## src/rtl/pet_needs_responder.sv

```systemverilog
// rtl/pet_needs_responder.sv - hold-request responder: service pulses, need levels, decay and alert
module pet_needs_responder #(
    parameter int unsigned DECAY_CYCLES   = 500_000_000,
    parameter int unsigned SERVICE_CYCLES = 100_000_000
) (
    input  logic       clk,
    input  logic       reset,
    input  logic       req_comida,
    input  logic       req_medicina,
    output logic       Activo_Comida,
    output logic       Activo_Medicina,
    output logic [1:0] Nivel_Comida,
    output logic [1:0] Nivel_Medicina,
    output logic       alerta,
    output logic       busy
);

    typedef enum logic [1:0] {
        IDLE          = 2'd0,
        SERV_COMIDA   = 2'd1,
        SERV_MEDICINA = 2'd2
    } state_t;

    localparam logic [31:0] DECAY_LAST   = DECAY_CYCLES - 1;
    localparam logic [31:0] SERVICE_LAST = SERVICE_CYCLES - 1;

    state_t      state;
    state_t      state_next;
    logic [31:0] svc_cnt;
    logic [31:0] decay_cnt;
    logic        svc_done;
    logic        decay_tick;
    logic        inc_comida;
    logic        inc_medicina;

    assign svc_done     = (state != IDLE) && (svc_cnt == 32'd0);
    assign decay_tick   = (decay_cnt == DECAY_LAST);
    assign inc_comida   = svc_done && (state == SERV_COMIDA);
    assign inc_medicina = svc_done && (state == SERV_MEDICINA);

    // Comida has priority; a simultaneous medicina request is dropped, not queued.
    always_comb begin
        state_next      = state;
        Activo_Comida   = 1'b0;
        Activo_Medicina = 1'b0;
        busy            = 1'b0;
        unique case (state)
            IDLE: begin
                if (req_comida)
                    state_next = SERV_COMIDA;
                else if (req_medicina)
                    state_next = SERV_MEDICINA;
            end
            SERV_COMIDA: begin
                Activo_Comida = 1'b1;
                busy          = 1'b1;
                if (svc_cnt == 32'd0)
                    state_next = IDLE;
            end
            SERV_MEDICINA: begin
                Activo_Medicina = 1'b1;
                busy            = 1'b1;
                if (svc_cnt == 32'd0)
                    state_next = IDLE;
            end
            default: state_next = IDLE;
        endcase
    end

    always_ff @(posedge clk) begin
        if (!reset) begin
            state   <= IDLE;
            svc_cnt <= 32'd0;
        end else begin
            state <= state_next;
            if (state == IDLE && state_next != IDLE)
                svc_cnt <= SERVICE_LAST;
            else if (svc_cnt != 32'd0)
                svc_cnt <= svc_cnt - 32'd1;
        end
    end

    always_ff @(posedge clk) begin
        if (!reset)
            decay_cnt <= 32'd0;
        else if (decay_tick)
            decay_cnt <= 32'd0;
        else
            decay_cnt <= decay_cnt + 32'd1;
    end

    // A completing service on a level overrides a same-cycle decay of that level.
    function automatic logic [1:0] level_step(input logic [1:0] lvl, input logic inc,
                                              input logic dec);
        if (inc)
            return (lvl == 2'd3) ? 2'd3 : lvl + 2'd1;
        if (dec && lvl != 2'd0)
            return lvl - 2'd1;
        return lvl;
    endfunction

    always_ff @(posedge clk) begin
        if (!reset) begin
            Nivel_Comida   <= 2'd3;
            Nivel_Medicina <= 2'd3;
        end else begin
            Nivel_Comida   <= level_step(Nivel_Comida, inc_comida, decay_tick);
            Nivel_Medicina <= level_step(Nivel_Medicina, inc_medicina, decay_tick);
        end
    end

    assign alerta = (Nivel_Comida == 2'd0) || (Nivel_Medicina == 2'd0);

endmodule

```

## config.mk

```make
export PLATFORM = sky130hd
export DESIGN_NAME = pet_needs_responder
export DESIGN_NICKNAME = d
export VERILOG_FILES = /design/src/rtl/pet_needs_responder.sv
export SDC_FILE = /design/constraint.sdc
export NUM_CORES = 1
export LEC_CHECK = 0
export BUFFER_PORTS_ARGS = -buffer_cell sky130_fd_sc_hd__buf_2
export CAP_MARGIN = 40
export CORE_MARGIN = 2
export CORE_UTILIZATION = 35
export CTS_CLUSTER_SIZE = 25
export DETAILED_ROUTE_END_ITERATION = 12
export PLACE_DENSITY = 0.59
export SLEW_MARGIN = 10
export SYNTH_ARGS = -nofsm -noshare
export SYNTH_HDL_FRONTEND = slang
export SYNTH_SLANG_ARGS = --single-unit
```

## constraint.sdc

```tcl
create_clock -name clk -period 2.1 [get_ports clk]
set_input_delay 0.42 -clock clk [delete_from_list [all_inputs] [get_ports clk]]
set_output_delay 0.42 -clock clk [all_outputs]
set_load 0.03 [all_outputs]
```

; Word level (Yosys, flattened, before mapping)
; Index checks and enable logic that the tools add are counted.
[op_classes]
add_sub_neg = 6
n_mul = 0
div_mod_pow = 0
magnitude_cmp = 0
n_eq_ne = 5
shift = 0
muxes = 29
n_bitwise = 1
n_reduce_logical = 22
[ops]
columns = operator, n
row1 = 27-bit 2-to-1 mux, 2
row2 = "32-bit by 1-bit adder with 32-bit output, second input constant", 1
row3 = "32-bit by 29-bit equality test with 1-bit output, second input constant", 1
row4 = 32-bit zero test, 1
row5 = 32-bit nonzero test, 1
row6 = "32-bit by 1-bit subtractor with 32-bit output, second input constant", 1
row7 = 2-bit 2-to-1 mux, 13
row8 = 2-bit nonzero test, 7
row9 = 1-bit 2-to-1 mux, 13
row10 = "2-bit equality test, second input constant", 3
row11 = 1-bit logical AND, 6
row12 = 2-bit zero test, 3
row13 = 2-bit OR reduction, 3
row14 = "2-bit by 1-bit adder with 2-bit output, second input constant", 2
row15 = 2-bit one-hot mux with 2 select lines, 1
row16 = "2-bit by 1-bit subtractor with 2-bit output, second input constant", 2
row17 = "2-bit by 1-bit equality test with 1-bit output, second input constant", 1
row18 = 1-bit logical OR, 1
row19 = 1-bit NOT, 1
[word_totals]
regBits = 70
latchBits = 0
ram_bits = 0
mem_bits_ro = 0
input_bits = 4
out_inout_bits = 8
mem_count = 0

; Logic depth before layout (Yosys ltp)
; Gate-level depths: netlist of run 1.
[logic_depth]
depth_word = 9
depth_mapped = 9
mapped_depth_nobuf = 7

; Least setup slack after synthesis of run 1
; OpenSTA, ideal clock, no wires.
[synth_path]
path_type = register to register
start = reg svc_cnt[4]
end = reg svc_cnt[15]
arrival_ns = 2.219
required_ns = 2.026
setup_slack_ns = -0.193
path_stages_with_launch = 7
path_buffers = 1
synth_period_minus_slack_ns = 2.293
path_cell_list = dfxtp_1 -> or4_1 -> buf_2 -> or4_4 -> or3_1 -> or3_1 -> a31oi_1
[synth_via]
elab_chain_len = 6
elab_cells_between_ends = 10
[synth_rtl]
columns = item, line_no
row1 = from (decl), 29  ; logic [31:0] svc_cnt;
row2 = from (signal assigned), 79  ; svc_cnt <= svc_cnt - 32'd1;
row3 = "parallel branches: the longest is 6 deep, another holds 32-bit by 1-bit subtractor with 32-bit output", --
; Parallel ways; which one is timed is not known. The select of a mux whose other input is x is not followed.
; A chain may end at the register's enable or synchronous reset.

; Worst setup path after layout of run 1
[layout_path]
start = reg svc_cnt[5]
end = reg svc_cnt[28]
[layout_via]
elab_chain_len = 6
elab_cells_between_ends = 8
[layout_rtl]
columns = item
row1 = "parallel branches: the longest is 6 deep, another holds 32-bit by 1-bit subtractor with 32-bit output"
; Parallel ways; which one is timed is not known.

==> results of run 1 <==
==> cell families after synthesis <==
| group | after synthesis | synth area share |
|---|---|---|
| AOI/OAI and AO/OA | 78 | 0.132 |
| adders and majority gates | 12 | 0.0399 |
| xor gates and xnor gates | 29 | 0.0676 |
| and+or+nand+nor | 217 | 0.327 |
| muxes | 7 | 0.0193 |
| buffers and inverters | 38 | 0.0416 |
| DFF | 70 | 0.373 |
==> layout make-up <==
type / count / area [sq um] / share of cell area
Clock buffer: 10 / 128 / 0.0263
Clock inverter: 6 / 93.8 / 0.0193
Inverter: 16 / 60.1 / 0.0124
Multi-Input combinational cell: 343 / 2400 / 0.494
Sequential cell: 70 / 1410 / 0.290
Tap cell: 136 / 170 / 0.0351
Timing Repair Buffer: 76 / 593 / 0.122
==> what timing repair did <==
item / in CTS / in global routing
setup buffers: 7 / 3
setup endpoints to repair: 38 / 54
cloned: 0 / 1
hold buffers: 0 / 0
pin swaps: 18 / 22
gates resized for setup: 23 / 38
==> layer usage <==
metal | global-route usage | wire [um] | share of wire
met2 | 0.250 | 4160 | 0.44
met3 | 0.0357 | 365 | 0.039
met4 | 0.0412 | 109 | 0.012
met5 | 0 | 0 | 0
met1 | 0.239 | 4760 | 0.51
==> cell usage after synthesis, types with 13 or more instances <==
cell type                   n
sky130_fd_sc_hd__nand4_1   17
sky130_fd_sc_hd__or4_1     21
sky130_fd_sc_hd__xor2_1    15
sky130_fd_sc_hd__clkbuf_1  15
sky130_fd_sc_hd__dfxtp_1   70
sky130_fd_sc_hd__a21oi_1   17
sky130_fd_sc_hd__nand3_1   14
sky130_fd_sc_hd__xnor2_1   14
sky130_fd_sc_hd__o21ai_0   19
sky130_fd_sc_hd__inv_1     16
sky130_fd_sc_hd__nand2_1   21
sky130_fd_sc_hd__a31oi_1   14
sky130_fd_sc_hd__or3_1     29
sky130_fd_sc_hd__nor2_1    51
sky130_fd_sc_hd__nor4_1    13
==> path summary, 6_finish.rpt <==
kind                            slack (ns)  cells past startpoint          from              end
worst min register to register        0.47                      1  decay_cnt[0]     decay_cnt[0]
worst min-delay path                  0.41                      2         reset  Nivel_Comida[0]
worst max register to register       -0.16                      7    svc_cnt[5]      svc_cnt[28]
worst max-delay path                 -0.16                      7    svc_cnt[5]      svc_cnt[28]
==> flip-flops by register name, summed over array words and instances (netlist names) <==
| signal | flops |
|---|---|
| Nivel_Comida | 2 |
| state | 2 |
| decay_cnt | 32 |
| Nivel_Medicina | 2 |
| svc_cnt | 32 |
==> per-stage QoR <==
stage	power (mW)	setup TNS [ns]	hold WS (ns)	setup WS, ns	std cells
after floorplan	1.80	-0.928	0.430	-0.167	451
after global placement	1.99	-3.50	0.445	-0.228	630
after detailed placement	2.00	-4.30	0.466	-0.232	630
after CTS	3.26	-1.99	0.378	-0.126	653
after global routing	3.45	-4.96	0.410	-0.263	657
final	3.28	-2.39	0.406	-0.157	657
==> power by group through the flow <==
stage	registers [mW]	clock network, mW	logic (mW)
floorplan	1.46	0	0.336
global placement	1.47	0	0.518
detailed placement	1.48	0	0.528
CTS	1.45	1.24	0.573
global route	1.46	1.31	0.674
finish	1.45	1.22	0.612
==> impl_metrics.csv, run 1 <==
group,metric,value,unit
run_status,run_status,"finished, violations left",
run_status,violations,"negative setup slack",
synth,post_synth_inst_count,451,
sta,timing.final.max_slew_violations,0,
cts,h-tree-depth,3,
floorplan,die_y,108,um
routing,first_pass_iters,5,
floorplan,initial_utilization,0.362,
synth,synth_ff_type,"sky130_fd_sc_hd__dfxtp_1",
grt,grt_remaining_overflow,0,
worst_setup_path,worst_setup_path_end_kind,"flop",
floorplan,chipWidth,108,um
worst_setup_path,setup.worst_path.class,"reg -> reg",
final_layout,most_frequent_standard_cell_in_the_layout_excluding_fill_and_tap_cells,"sky130_fd_sc_hd__dfxtp_1",
synth,sequential_share_of_the_synthesized_area,0.373,
pwr,power.sequential.fraction,0.443,
worst_setup_path,setup_crit_start_kind,"flop",
worst_setup_path,critPathBufInv,2,
sta,maxSlewHeadroom,0.679,
cts,clock_net_sink_count,70,
routing,first_iter_violations,217,
worst_setup_path,cp_data_arrival_time,2.53,ns
grt,antenna_found_initial,0,
synth,synthesis.area_per_instance,8.33,sq um
routing,routed_wire_length_per_instance,14.3,um
worst_setup_path,critical_path.max_fanout,7,
cts,clockBufferDepth,2,
synth,synth_cell_types,44,
floorplan,pin_count,12,
grt,grt.total_usage,0.166,
synth,number_of_flops_mapped_to_enable_cells_by_yosys,0,
final_layout,fill_cells,1019,
sta,finalHoldViolations,0,
worst_setup_path,worst-endpoint-required,2.37,ns
worst_setup_path,critical-path-slowest-cell,"sky130_fd_sc_hd__or4_4",
worst_setup_path,timing.critical_path.cells,"or4_4 -> buf_6 -> nor4_4 -> o211ai_1 -> buf_4 -> or4_4 -> a21oi_2",
pwr,power.combinational.fraction,0.186,
sta,tightestPinTransition,0.477,ns
floorplan,core_area,0.0104,sq mm
synth,synthArstFlopShare,0,
final_layout,postLayoutCoreUtil,0.468,
final_layout,layout.cells.most_common_list,"sky130_fd_sc_hd__dfxtp_1, sky130_fd_sc_hd__buf_4, sky130_fd_sc_hd__nor2_1",
sta,layout_worst_path_cycle_share,1.07,
pwr,power_frac_clock,0.371,
pwr,power_density,677,mW/mm^2
synth,yosys_warnings,0,
pwr,total_leakage_power,1.77,nW
final_layout,final_net_count,532,
cts,clkLatencyLatePin,0.34,ns
worst_setup_path,top_family_by_delay_on_critical_path,"simple AND/OR/NAND/NOR gates",
sta,finalCriticalPeriod,2.26,ns
synth,post-synth-top-area-fraction,0.373,
floorplan,core.rowCount,37,
place,routabilityCongestion,0.880,
sta,rsz0062_at_grt,"yes",
pwr,max-vdd-ir-drop,0.397,mV
pwr,switching_share,0.285,
synth,top_post_synthesis_cells_by_area,"sky130_fd_sc_hd__dfxtp_1, sky130_fd_sc_hd__nor2_1, sky130_fd_sc_hd__or3_1, sky130_fd_sc_hd__or4_1, sky130_fd_sc_hd__ha_1",
routing,drtAntennaViolNets,0,
run,max_cap_viol_count,0,
final_layout,syn_to_final_growth,29.1,%
routing,drt-vias-per-instance,5.44,
final_layout,postLayoutCellArea,0.00485,sq mm
pwr,power.internal,2.35,mW
grt,grt_pass1_vias,3270,
sta,postLayoutSetupSlackWorst,-0.157,ns
place,detailed_place.area,0.00434,sq mm
floorplan,die_ar,0.0116,sq mm
sta,clock_skew,0.0154,ns
sta,setup_violations_final,29,
routing,detail_route.drc_violations,0,
sta,max_fclk,443,MHz
cts,clockRootBuffer,"sky130_fd_sc_hd__clkbuf_8",
final_layout,post_route_cells_drive_above_1_share,0.273,
routing,route.final.wire_length,9400,um
worst_setup_path,path_common_cell,"sky130_fd_sc_hd__or4_4",
synth,syn-cell-area,0.00376,sq mm
synth,yosys_register_bits,70,
hold_path,hold_path_class,"in -> reg",
synth,yosys.area.top_type,"sky130_fd_sc_hd__dfxtp_1",
worst_setup_path,critPathMaxStageDelay,0.56,ns
place,portBuffers,11,
grt,grt_first_pass_wirelength,15600,um
pwr,power.net_switching,0.937,mW
cts,tritoncts.num_buffers,9,
synth,synth_nets,467,
grt,grt_max_degree,25,
place,place_hpwl,6550,um
cts,cts.clk_slew.worst_paths,0.09,ns
cts,clock_tree_from_tritoncts,"done",
final_layout,num_antenna_cells,0,
routing,via_count,3573,
(Power assumes the default switching activity.)
==> inputs of run 2 (changes only) <==
SKIP_LAST_GASP = 1   (was not set)
==> run 2 against run 1 <==
Sequential share of layout area shrank 0.072 points. Largest cell class unchanged. Via count grew 0.42%. Maximum frequency shrank 0.31%. The run still ends with negative setup slack left. Combinational power grew 0.8%. Critical endpoint unchanged. Non-clock buffer count grew 2. Highest routed layer unchanged.
==> impl_metrics.csv, run 2 (same netlist as run 1, synthesis figures left out) <==
group,metric,value,unit
sta,maxSlewHeadroom,0.674,
sta,tightestPinTransition,0.485,ns
floorplan,chipWidth,108,um
routing,detail_route.drc_violations,0,
sta,max_fclk,442,MHz
final_layout,post_route_cells_drive_above_1_share,0.275,
cts,clockRootBuffer,"sky130_fd_sc_hd__clkbuf_8",
cts,clockBufferDepth,2,
place,routabilityCongestion,0.880,
worst_setup_path,worst-endpoint-required,2.37,ns
sta,setup_violations_final,26,
cts,h-tree-depth,3,
floorplan,initial_utilization,0.362,
final_layout,postLayoutCoreUtil,0.470,
routing,first_iter_violations,203,
pwr,max-vdd-ir-drop,0.395,mV
pwr,design_power_total,3.29,mW
sta,finalHoldViolations,0,
final_layout,most_frequent_standard_cell_in_the_layout_excluding_fill_and_tap_cells,"sky130_fd_sc_hd__dfxtp_1",
place,portBuffers,11,
cts,clock_net_sink_count,70,
worst_setup_path,setup.worst_path.class,"reg -> reg",
run,max_cap_viol_count,0,
place,place_hpwl,6550,um
sta,clock_skew,0.0150,ns
routing,drt-vias-per-instance,5.44,
sta,timing.final.max_slew_violations,0,
grt,grt_pass1_vias,3270,
final_layout,layout.cells.most_common_list,"sky130_fd_sc_hd__dfxtp_1, sky130_fd_sc_hd__buf_4, sky130_fd_sc_hd__nor2_1",
floorplan,core_area,0.0104,sq mm
final_layout,num_antenna_cells,0,
hold_path,hold_path_class,"in -> reg",
routing,route.final.wire_length,9510,um
worst_setup_path,critical_path.max_fanout,7,
run_status,violations,"negative setup slack",
run_status,run_status,"finished, violations left",
cts,clkLatencyLatePin,0.34,ns
routing,routed_wire_length_per_instance,14.4,um
grt,grt_first_pass_wirelength,15600,um
grt,grt.total_usage,0.166,
routing,drtAntennaViolNets,0,
floorplan,die_y,108,um
cts,cts.clk_slew.worst_paths,0.09,ns
grt,grt_remaining_overflow,0,
worst_setup_path,worst_setup_path_end_kind,"flop",
worst_setup_path,setup_crit_start_kind,"flop",
sta,setup-tns-final,-2.42,ns
routing,via_count,3588,
cts,tritoncts.num_buffers,9,
final_layout,final_net_count,534,
sta,rsz0062_at_grt,"yes",
floorplan,core.rowCount,37,
pwr,total_leakage_power,1.78,nW
sta,finalCriticalPeriod,2.26,ns
floorplan,die_ar,0.0116,sq mm
pwr,power_density,674,mW/mm^2
final_layout,syn_to_final_growth,29.8,%
cts,postCtsHoldBufs,0,
place,detailedPlace.worstSlack,-0.232,ns
grt,antenna_found_initial,0,
routing,first_pass_iters,4,
sta,layout_worst_path_cycle_share,1.08,
sta,postLayoutSetupSlackWorst,-0.164,ns
final_layout,reg_top3,"decay_cnt x32, svc_cnt x32",
worst_setup_path,cp_data_arrival_time,2.54,ns
grt,grt_max_degree,25,
floorplan,pin_count,12,
cts,clock_tree_from_tritoncts,"done",
[run 2: worst paths after layout]
path              slack [ns]              end  cells after the start          from
setup / recovery       -0.16      svc_cnt[28]                      7    svc_cnt[5]
hold / removal          0.41  Nivel_Comida[0]                      2         reset
setup reg to reg       -0.16      svc_cnt[28]                      7    svc_cnt[5]
hold reg to reg         0.47     decay_cnt[0]                      1  decay_cnt[0]
[run 2: what timing repair did]
item | CTS | global route
setup endpoints to repair | 38 | 54
gates resized for setup | 22 | 39
pin swaps | 15 | 29
endpoints found under the hold margin | 0 | 0
buffers inserted | 7 | 5
cloned | 0 | 1
[run 2: area by class of cell]
class                   count  area [sq um]
fillers                  1016          5490
multi-input cells         343          2400
inverters                  16          60.1
repair buffers             78           608
well taps                 136           170
clock buffers              10           128
clock inverters             6          93.8
flip-flops and latches     70          1410
[run 2: report_power, final]
group | leakage [nW] | switching (mW) | internal, mW
Combinational | 1.10 | 0.336 | 0.281
Clock | 0.107 | 0.537 | 0.678
Sequential | 0.574 | 0.0656 | 1.39
Total | 1.78 | 0.938 | 2.35
[run 2: critical path: stages, from the launching register on]
cell                       delay (ns)
sky130_fd_sc_hd__dfxtp_2         0.32
sky130_fd_sc_hd__or4_4           0.55
sky130_fd_sc_hd__buf_6           0.16
sky130_fd_sc_hd__nor4_4          0.27
sky130_fd_sc_hd__o211ai_1        0.15
sky130_fd_sc_hd__buf_4           0.19
sky130_fd_sc_hd__or4_1           0.43
sky130_fd_sc_hd__a21oi_2         0.13
[run 2: stage by stage]
step,hold WS (ns),instance area [sq um],std cells
floorplan,0.430,3800,451
global placement,0.445,4340,630
detailed placement,0.466,4340,630
CTS,0.378,4690,653
global route,0.410,4880,659
finish,0.409,4880,659
[run 2: routing by layer]
metal	up-vias	GRT usage	part of all wire
met3	8	0.0357	0.051
met4	0	0.0412	0.011
met2	83	0.250	0.44
met1	1695	0.239	0.50
li1	1802	-	-
met5	-	0	0
==> inputs of run 3 (changes only) <==
ABC_AREA = 1   (was not set)
==> run 3 against run 2 <==
Synthesized area increased by 7.5%. Critical path type unchanged. Hold slack worse by 0.039 ns. The flow now finishes without violations. Core utilization decreased by 5.9 points. Sequential share of layout area is 1.2 points higher. Routed wire length increased by 2.3%. Count of clock-buffer cells in the layout is 2 higher.
==> impl_metrics.csv, run 3 <==
group,metric,value,unit
run_status,run_status,"finished, final reports clean",
worst_setup_path,critPathLaunch,"svc_cnt[0]",
floorplan,die_ar,0.0124,sq mm
worst_setup_path,reg2reg_to,"svc_cnt[20]",
final_layout,syn_to_final_growth,15.2,%
synth,yosys.area.top_type,"sky130_fd_sc_hd__dfxtp_1",
worst_setup_path,critical_path.max_fanout,12,
synth,yosys-top-cells-count,"sky130_fd_sc_hd__nor2_1, sky130_fd_sc_hd__nand2_1, sky130_fd_sc_hd__dfxtp_1",
final_layout,postLayoutCoreUtil,0.411,
worst_setup_path,top_family_by_delay_on_critical_path,"simple AND/OR/NAND/NOR gates",
grt,antenna_found_initial,0,
routing,detail_route.drc_violations,0,
pwr,max-vdd-ir-drop,0.454,mV
floorplan,core.rowCount,39,
final_layout,post_route_cells_drive_above_1_share,0.119,
worst_setup_path,rr_worst_depth,10,
worst_setup_path,cp_data_arrival_time,2.11,ns
grt,grt.total_usage,0.161,
floorplan,chipWidth,111,um
pwr,power.internal,2.65,mW
routing,routed_wire_length_per_instance,12.5,um
synth,syn-cell-area,0.00404,sq mm
run,max_cap_viol_count,0,
place,routabilityCongestion,0.903,
routing,drt-vias-per-instance,5.04,
synth,post-synth-top-area-fraction,0.347,
cts,h-tree-depth,3,
sta,layout_worst_path_cycle_share,0.915,
cts,postCtsHoldBufs,0,
sta,finalCriticalPeriod,1.92,ns
sta,setup-tns-final,0,ns
sta,clock_skew,0.00308,ns
pwr,power_density,807,mW/mm^2
final_layout,most_frequent_standard_cell_in_the_layout_excluding_fill_and_tap_cells,"sky130_fd_sc_hd__nor2_1",
sta,timing.final.max_slew_violations,0,
cts,clockBufferDepth,2,
place,detailed_place.area,0.00428,sq mm
pwr,power.sequential.fraction,0.399,
floorplan,initial_utilization,0.357,
floorplan,core_area,0.0113,sq mm
final_layout,postLayoutCellArea,0.00465,sq mm
cts,clkLatencyLatePin,0.33,ns
sta,tightestPinTransition,0.666,ns
worst_setup_path,critPathMaxStageDelay,0.33,ns
sta,rsz0062_at_grt,"yes",
synth,synth_most_common_cell,"sky130_fd_sc_hd__nor2_1",
floorplan,die_y,111,um
worst_setup_path,r2r_slack,0.18,ns
grt,grt_pass1_vias,3699,
worst_setup_path,critPathBufInv,3,
pwr,power.net_switching,1.10,mW
synth,synthesis.area_per_instance,6.66,sq um
worst_setup_path,setup.worst_path.class,"reg -> reg",
synth,synth_ff_type,"sky130_fd_sc_hd__dfxtp_1",
pwr,power_frac_clock,0.407,
final_layout,final_net_count,648,
grt,grt_max_degree,25,
sta,max_fclk,520,MHz
routing,first_pass_iters,5,
synth,synth_nets,623,
routing,drtAntennaViolNets,0,
grt,gr_peak_layer,"met2",
synth,post_synth_inst_count,607,
cts,tritoncts.num_buffers,9,
final_layout,num_antenna_cells,0,
hold_path,hold_path_class,"in -> reg",
grt,grt_first_pass_wirelength,16700,um
worst_setup_path,critical-path-slowest-cell,"sky130_fd_sc_hd__dfxtp_1",
final_layout,reg_top3,"decay_cnt x32, svc_cnt x32",
cts,cts.clk_slew.worst_paths,0.06,ns
cts,clockRootBuffer,"sky130_fd_sc_hd__clkbuf_16",
routing,via_count,3928,
routing,first_iter_violations,212,
worst_setup_path,cp.depth,10,
synth,number_of_flops_mapped_to_enable_cells_by_yosys,0,
cts,clock_net_sink_count,70,
worst_setup_path,worst_setup_path_end_kind,"flop",
grt,grt_remaining_overflow,0,
cts,clock_tree_from_tritoncts,"done",
floorplan,pin_count,12,
sta,timing.hold.ws,0.370,ns
worst_setup_path,setup_crit_start_kind,"flop",
routing,route.final.wire_length,9740,um
place,portBuffers,11,
grt,grt_util_met1,0.213,
pwr,switching_share,0.294,
synth,synth_cell_types,33,
worst_setup_path,timing.critical_path.cells,"inv_1 -> ha_1 -> nand2_2 -> nor2_4 -> nand2_1 -> nor2_2 -> clkinvlp_4 -> buf_4 -> nand3_1 -> a21oi_1",
sta,setup_violations_final,0,
place,place_hpwl,7490,um
pwr,power.combinational.fraction,0.194,
grt,met2_usage,0.261,
synth,synthArstFlopShare,0,
sta,maxSlewHeadroom,0.556,
synth,yosys_register_bits,70,
sta,finalHoldViolations,0,
final_layout,layout.cells.most_common_list,"sky130_fd_sc_hd__nor2_1, sky130_fd_sc_hd__nand2_1, sky130_fd_sc_hd__dfxtp_1",
worst_setup_path,regToRegStartpoint,"svc_cnt[0]",
pwr,total_leakage_power,1.92,nW
worst_setup_path,worst_setup_path_endpoint,"svc_cnt[20]",
synth,yosys_warnings,0,
worst_setup_path,worst-endpoint-required,2.29,ns
grt,grt.met3_usage,0.0201,
synth,sequential_share_of_the_synthesized_area,0.347,
synth,top_post_synthesis_cells_by_area,"sky130_fd_sc_hd__dfxtp_1, sky130_fd_sc_hd__nor2_1, sky130_fd_sc_hd__nand2_1, sky130_fd_sc_hd__nand3_1, sky130_fd_sc_hd__inv_1",
## run 3: layer usage
layer / part of all wire / wire, um
met1: 0.49 / 4780
met2: 0.44 / 4330
met3: 0.043 / 418
met4: 0.021 / 204
met5: 0 / 0
## run 3: power by group through the flow
stage / Combinational, mW / Clock (mW) / Sequential [mW]
after CTS: 0.714 / 1.57 / 1.49
after global placement: 0.701 / 0 / 1.52
after detailed placement: 0.709 / 0 / 1.52
after floorplan: 0.584 / 0 / 1.50
final: 0.727 / 1.53 / 1.50
after global routing: 0.825 / 1.62 / 1.51
## run 3: worst reg2reg max path, cell delays in order (launching register included)
cell and delay, ns:
sky130_fd_sc_hd__dfxtp_1 0.33, sky130_fd_sc_hd__inv_1 0.14, sky130_fd_sc_hd__ha_1 0.21, sky130_fd_sc_hd__nand2_2 0.11, sky130_fd_sc_hd__nor2_4 0.12, sky130_fd_sc_hd__nand2_1 0.08
sky130_fd_sc_hd__nor2_2 0.30, sky130_fd_sc_hd__clkinvlp_4 0.13, sky130_fd_sc_hd__buf_4 0.20, sky130_fd_sc_hd__nand3_1 0.10, sky130_fd_sc_hd__a21oi_1 0.07
## run 3: area by class of cell
type                            instances  area (sq um)
Clock buffer                           12           256
Clock inverter                          4          45.0
Inverter                               64           244
Multi-Input combinational cell        462          2350
Tap cell                              143           179
Timing Repair inverter                  1          7.51
Sequential cell                        70          1400
Timing Repair Buffer                   24           165
Fill cell                            1228          6670
## run 3: kinds of logic after synthesis
logic type / Yosys count / synth area share
adder cells (fa/ha/maj): 12 / 0.0372
AO/OA/AOI/OAI: 54 / 0.0731
XOR/XNOR: 22 / 0.0477
flip-flops: 70 / 0.347
AND/OR/NAND/NOR: 374 / 0.416
buffers and inverters: 75 / 0.0790
## run 3: stage by stage
stage / power, mW / setup slack [ns] / instances
6_report: 3.75 / 0.178 / 780
5_1_grt: 3.95 / -0.00571 / 780
4_1_cts: 3.78 / 0.106 / 776
3_5_place_dp: 2.23 / 0.126 / 760
3_3_place_gp: 2.22 / 0.180 / 760
2_1_floorplan: 2.08 / 0.249 / 607
## run 3: how the worst min path moves through the flow
| stage | start | slack [ns] | cells after the start | endpoint |
|---|---|---|---|---|
| after detailed placement | decay_cnt[0] | 0.44 | 1 | decay_cnt[0] |
| after global placement | decay_cnt[0] | 0.43 | 1 | decay_cnt[0] |
| after CTS | reset | 0.35 | 2 | Nivel_Medicina[1] |
| final | reset | 0.37 | 2 | Nivel_Medicina[1] |
| after global routing | reset | 0.40 | 2 | Nivel_Medicina[1] |
| after floorplan | decay_cnt[0] | 0.42 | 1 | decay_cnt[0] |
## run 3: what timing repair did
action | 4_1_cts | 5_1_grt
endpoints found under the setup margin | 0 | 56
setup buffers | 0 | 3
resized for setup | 0 | 12
